`src/rtl/hit_latency_buffer.sv`:
```
// hit_latency_buffer
//
// Holds time-stamped pixel hits in arrival (BCID) order until the trailing,
// latency-delayed BCID catches up with each hit's timestamp. When it does,
// the hit is released to readout if the trigger qualified that BCID, and
// discarded otherwise.
//
// Ports:
//   Clk        - single clock
//   Reset      - asynchronous, active-high reset
//   HitValid   - a hit is presented this cycle
//   HitData    - hit payload
//   BcidIn     - leading BCID, stamped onto the incoming hit
//   BcidTrail  - latency-delayed BCID from the slave counter
//   Trigger    - qualifies the BCID currently on BcidTrail
//   OutValid   - head entry is triggered and available
//   OutData    - head payload (0 while OutValid=0)
//   OutBcid    - head timestamp (0 while OutValid=0)
//   OutReady   - readout takes the head when OutValid & OutReady
//   Full       - buffer holds 2**DEPTH_LOG2 entries
//   Overflow   - sticky, a hit was lost since reset
//   DropCount  - saturating count of untriggered hits discarded
//   LostCount  - saturating count of hits lost to overflow
//
// Configuration macro: HIT_LATENCY_BUFFER_STATS_EN
//   defined   - DropCount/LostCount are saturating 16-bit registers
//   undefined - DropCount/LostCount are tied to 0

module hit_latency_buffer #(
    parameter int BCID_WIDTH = 9,
    parameter int DATA_WIDTH = 8,
    parameter int DEPTH_LOG2 = 3
) (
    input  logic                  Clk,
    input  logic                  Reset,
    input  logic                  HitValid,
    input  logic [DATA_WIDTH-1:0] HitData,
    input  logic [BCID_WIDTH-1:0] BcidIn,
    input  logic [BCID_WIDTH-1:0] BcidTrail,
    input  logic                  Trigger,
    output logic                  OutValid,
    output logic [DATA_WIDTH-1:0] OutData,
    output logic [BCID_WIDTH-1:0] OutBcid,
    input  logic                  OutReady,
    output logic                  Full,
    output logic                  Overflow,
    output logic [15:0]           DropCount,
    output logic [15:0]           LostCount
);

    localparam int DEPTH = 1 << DEPTH_LOG2;

    typedef enum logic [1:0] {
        HEAD_WAIT,
        HEAD_ACCEPT,
        HEAD_DROP,
        HEAD_PRESENT
    } head_action_e;

    // Pointers carry one extra bit so that full and empty can be told apart.
    logic [DEPTH_LOG2:0]   wr_ptr_q, wr_ptr_d;
    logic [DEPTH_LOG2:0]   rd_ptr_q, rd_ptr_d;
    logic [DEPTH-1:0]      accepted_q, accepted_d;
    logic                  overflow_q, overflow_d;

    // Payload storage is not reset; only the control state is.
    logic [BCID_WIDTH-1:0] mem_bcid [DEPTH];
    logic [DATA_WIDTH-1:0] mem_data [DEPTH];

    logic [DEPTH_LOG2-1:0] wr_idx, rd_idx;
    logic                  empty, full;
    logic [BCID_WIDTH-1:0] head_diff;
    logic                  head_past;
    head_action_e          head_action;
    logic                  do_drop, do_read, do_pop, do_push, hit_lost;
    logic [DEPTH-1:0]      wr_sel, acc_sel;

    assign wr_idx = wr_ptr_q[DEPTH_LOG2-1:0];
    assign rd_idx = rd_ptr_q[DEPTH_LOG2-1:0];
    assign empty  = (wr_ptr_q == rd_ptr_q);
    assign full   = (wr_idx == rd_idx) && (wr_ptr_q[DEPTH_LOG2] != rd_ptr_q[DEPTH_LOG2]);

    // Modular age of the head. An MSB of 1 means the head is still in the
    // future relative to the trailing BCID; a non-zero age with MSB 0 means
    // its BCID has already passed.
    assign head_diff = BcidTrail - mem_bcid[rd_idx];
    assign head_past = (head_diff != '0) && !head_diff[BCID_WIDTH-1];

    always_comb begin
        head_action = HEAD_WAIT;
        if (!empty) begin
            if (accepted_q[rd_idx]) begin
                head_action = HEAD_PRESENT;
            end else if ((head_diff == '0) && Trigger) begin
                head_action = HEAD_ACCEPT;
            end else if (head_past) begin
                head_action = HEAD_DROP;
            end
        end
    end

    assign do_drop  = (head_action == HEAD_DROP);
    assign do_read  = (head_action == HEAD_PRESENT) && OutReady;
    assign do_pop   = do_drop || do_read;
    // A pop in the same cycle frees a slot, so a push while full still lands.
    assign do_push  = HitValid && (!full || do_pop);
    assign hit_lost = HitValid && full && !do_pop;

    assign wr_sel  = do_push ? (DEPTH'(1) << wr_idx) : '0;
    assign acc_sel = (head_action == HEAD_ACCEPT) ? (DEPTH'(1) << rd_idx) : '0;

    // A pushed slot starts unaccepted; accept and push never hit the same
    // slot because a push into the head slot requires the head to pop.
    genvar gi;
    generate
        for (gi = 0; gi < DEPTH; gi++) begin : g_accepted
            assign accepted_d[gi] = acc_sel[gi] | (accepted_q[gi] & ~wr_sel[gi]);
        end
    endgenerate

    always_comb begin
        wr_ptr_d   = wr_ptr_q + {{DEPTH_LOG2{1'b0}}, do_push};
        rd_ptr_d   = rd_ptr_q + {{DEPTH_LOG2{1'b0}}, do_pop};
        overflow_d = overflow_q | hit_lost;
    end

    always_ff @(posedge Clk or posedge Reset) begin
        if (Reset) begin
            wr_ptr_q   <= '0;
            rd_ptr_q   <= '0;
            accepted_q <= '0;
            overflow_q <= 1'b0;
        end else begin
            wr_ptr_q   <= wr_ptr_d;
            rd_ptr_q   <= rd_ptr_d;
            accepted_q <= accepted_d;
            overflow_q <= overflow_d;
        end
    end

    always_ff @(posedge Clk) begin
        if (do_push) begin
            mem_bcid[wr_idx] <= BcidIn;
            mem_data[wr_idx] <= HitData;
        end
    end

    // Payload is gated by OutValid so the outputs read 0 during and after
    // reset even though the storage itself is not cleared.
    assign OutValid = (head_action == HEAD_PRESENT);
    assign OutData  = OutValid ? mem_data[rd_idx] : '0;
    assign OutBcid  = OutValid ? mem_bcid[rd_idx] : '0;
    assign Full     = full;
    assign Overflow = overflow_q;

`ifdef HIT_LATENCY_BUFFER_STATS_EN
    logic [15:0] drop_cnt_q, drop_cnt_d;
    logic [15:0] lost_cnt_q, lost_cnt_d;

    always_comb begin
        drop_cnt_d = drop_cnt_q;
        lost_cnt_d = lost_cnt_q;
        if (do_drop && (drop_cnt_q != 16'hFFFF)) begin
            drop_cnt_d = drop_cnt_q + 16'd1;
        end
        if (hit_lost && (lost_cnt_q != 16'hFFFF)) begin
            lost_cnt_d = lost_cnt_q + 16'd1;
        end
    end

    always_ff @(posedge Clk or posedge Reset) begin
        if (Reset) begin
            drop_cnt_q <= '0;
            lost_cnt_q <= '0;
        end else begin
            drop_cnt_q <= drop_cnt_d;
            lost_cnt_q <= lost_cnt_d;
        end
    end

    assign DropCount = drop_cnt_q;
    assign LostCount = lost_cnt_q;
`else
    assign DropCount = 16'd0;
    assign LostCount = 16'd0;
`endif

endmodule

```
`config.mk`:
```
export PLATFORM = sky130hd
export DESIGN_NAME = hit_latency_buffer
export DESIGN_NICKNAME = d
export VERILOG_FILES = /design/src/rtl/hit_latency_buffer.sv
export SDC_FILE = /design/constraint.sdc
export NUM_CORES = 1
export LEC_CHECK = 0
export CORE_AREA = 5 5 137 139
export DETAILED_ROUTE_END_ITERATION = 7
export DIE_AREA = 0 0 142 144
export PLACE_DENSITY = 0.67
export SKIP_CTS_REPAIR_TIMING = 1
export SLEW_MARGIN = 20
export SYNTH_ARGS = -nofsm -noshare
export SYNTH_HDL_FRONTEND = slang
export SYNTH_SLANG_ARGS = --single-unit
```
`constraint.sdc`:
```
create_clock -name Clk -period 5.85 [get_ports Clk]
set_input_delay 1.17 -clock Clk [delete_from_list [all_inputs] [get_ports Clk]]
set_output_delay 1.17 -clock Clk [all_outputs]
set_load 0.005 [all_outputs]
```
==> impl_metrics.py <==
metrics = {
    "synth": {
        "synth_seq_cells": 153,
        "synthAdderAreaFrac_pct": 2.21,
        "yosysTopAreaCell": "edfxtp_1",
        "synthXorXnorAreaFrac_pct": 1.29,
        "synth_edf_count": 136,
        "netlist_area_mm2": 0.00678,
        "synthSimpleGateAreaFrac_pct": 5.11,
        "synthFlopType": "edfxtp_1",
        "synth_top_family_by_area": "multiplexers",
        "ys_seq_area_share_pct": 66.5,
        "ys_types": 47,
        "async_reset_ff_share_pct": 11.1,
        "synth_area_leaders": "edfxtp_1 (60%), mux4_2 (12%), dfrtp_1 (6.3%)",
        "ys_warn_count": 0,
        "synthMuxAreaShare_pct": 14.7,
        "postSynthCellCount": 404,
        "synth_compound_area_share_pct": 4.70,
        "synth_top_area_share_pct": 60.2,
        "avgSynthCellArea_um2": 16.8,
    },
    "floorplan": {
        "die_w_um": 142,
        "core_area_mm2": 0.0175,
        "io_pins": 83,
        "rows": 49,
        "start_util_pct": 38.7,
        "die_h_um": 144,
        "dieArea_mm2": 0.0204,
    },
    "placement": {
        "gp_congestion": 0.819,
        "portBuffers": 50,
        "dp_hpwl_um": 9520,
    },
    "clock_network": {
        "ctsRootBufferMaster": "clkbuf_16",
        "numClockSinks": 153,
        "cts_buffers": 17,
        "cts_tree": "yes",
        "clock_path_buffers": 2,
        "clk_pin_slew_ps": 60,
        "clk_latency_ps": 410,
        "h-tree-depth": 4,
    },
    "timing": {
        "maxSlewHeadroom_pct": 32.8,
        "min_period_ps": 5180,
        "fin_setup_tns_ps": 0,
        "rsz0062_at_grt": "false",
        "finalMaxSlewViolations": 0,
        "hold_viol": 0,
        "fin_worst_skew_ps": 13.3,
        "period_share_pct": 88.5,
        "setup_viol": 0,
        "timing.fmax_mhz": 193,
        "worstMarginPinSlew_ps": 1000,
    },
    "grt": {
        "antenna_found_initial": 1,
        "grt_pass1_vias": 3747,
        "grt_overflow": 0,
        "grt_max_degree": 30,
        "track_usage_pct": 14.3,
        "grt_pass1_wl_um": 21900,
    },
    "worst_setup_path": {
        "crit_path_cell_trace": "mux4_2 -> mux2i_1 -> ha_1 -> nor2b_1 -> o31ai_1 -> a211o_1 -> and4b_1 -> or2_1 -> a211oi_4 -> nor3_2 -> buf_4",
        "arrival_ps": 5280,
        "max_stage_delay_ps": 850,
        "crit_fanout": 20,
        "cp_num_buf_inv": 1,
        "critical_path_class": "reg -> reg",
        "critPathLaunchType": "flip-flop",
        "cp_slowest_cell": "nor3_2",
        "cp_top_family": "simple AND/OR/NAND/NOR gates",
        "required_ps": 5950,
        "worstSetupEndpointType": "flip-flop",
    },
    "power_and_ir_drop": {
        "p_total_mw": 4.44,
        "power_density_mw_per_mm2": 550,
        "vdd_drop_max_v": 0.000266,
        "p_leak_nw": 2.83,
    },
    "final_layout": {
        "drive_gt1_share_pct": 18.4,
        "diodes": 0,
        "syn_to_final_growth_pct": 18.9,
        "final_util_pct": 46.0,
        "num-nets-final": 512,
        "layout_common_cells": "edfxtp_1 (136), clkdlybuf4s50_1 (50), mux4_2 (36)",
        "final_common_cell": "edfxtp_1",
    },
    "drt": {
        "dr.pass1.iters": 4,
        "post_drt_via_cell_ratio": 5.15,
        "drt_iter0_drc": 268,
        "ant_nets": 0,
        "wire_per_inst_um": 19.8,
        "vias": 3638,
        "routed_wl_um": 14000,
        "route.detailed.drc": 0,
    },
    "min_path": {
        "hold_path.class": "reg -> reg",
    },
    "run_status": {
        "outcome": "completed",
    },
    "job": {
        "cap_viol_max_count": 0,
    },
}
-- flip-flops by register name (all words and copies together) (netlist names) --
register / count
Overflow: 1
accepted_q: 8
mem_bcid: 72
mem_data: 64
rd_ptr_q: 4
wr_ptr_q: 4
-- cell families (layout without fill, tap and decap cells) --
kind of cell             after synthesis  in the layout
AO/OA/AOI/OAI                         43             43
multiplexers                          53             53
AND/OR/NAND/NOR                       70             70
other                                  1             32
flip-flops                           153            153
XOR/XNOR                              10             10
adder cells (fa/ha/maj)               12             12
buffers and inverters                 62            105
-- final timing paths --
| check | from | to | slack, ps | depth (start not counted) |
|---|---|---|---|---|
| setup / recovery | rd_ptr_q[0]$_DFF_PP0_ | mem_bcid[2][4]$_DFFE_PP_ | 670 | 11 |
| hold / removal | rd_ptr_q[3]$_DFF_PP0_ | rd_ptr_q[3]$_DFF_PP0_ | 500 | 1 |
| setup reg to reg | rd_ptr_q[0]$_DFF_PP0_ | mem_bcid[2][4]$_DFFE_PP_ | 670 | 11 |
| hold reg to reg | rd_ptr_q[3]$_DFF_PP0_ | rd_ptr_q[3]$_DFF_PP0_ | 500 | 1 |
| max in group asynchronous | Reset | rd_ptr_q[0]$_DFF_PP0_ | 4220 | 2 |
| min in group asynchronous | Reset | accepted_q[2]$_DFF_PP0_ | 1170 | 2 |
-- where the power goes --
group          internal, mW  switching, mW
logic                 0.900          0.952
clock network         0.654          0.392
registers              1.40          0.139
-- cell type report --
class / count / area [µm²]
inverter: 14 / 52.6
tap: 229 / 287
multi-input combinational: 220 / 2060
clock inverter: 11 / 134
timing repair buffer: 63 / 598
clock buffer: 17 / 425
fill: 1508 / 9470
sequential: 153 / 4510
-- synthesized netlist by cell type, types with 8 or more instances --
cell type / instances
edfxtp_1: 136
mux4_2: 36
buf_4: 32
nor2_1: 24
dfrtp_1: 17
mux2i_1: 15
inv_1: 14
ha_1: 12
nor3_1: 11
clkbuf_1: 10
a32oi_1: 9
nand2_1: 8
-- stage by stage --
step | cell area, µm² | std cells | hold WS, ps | worst slack (ps)
after CTS | 8070 | 707 | 504 | 611
after global placement | 7510 | 679 | 482 | 761
final | 8070 | 707 | 501 | 674
after global routing | 8070 | 707 | 527 | 246
after detailed placement | 7510 | 679 | 495 | 610
after floorplan | 6900 | 435 | 451 | 670
-- layer usage --
metal | vias up | routed length (µm) | GRT usage, %
met5 | - | 7 | 0
met4 | 2 | 189 | 4.34
met3 | 17 | 967 | 4.13
met2 | 155 | 6560 | 22.3
met1 | 1817 | 6240 | 19.7
li1 | 1647 | - | -
(Power assumes the default switching activity.)
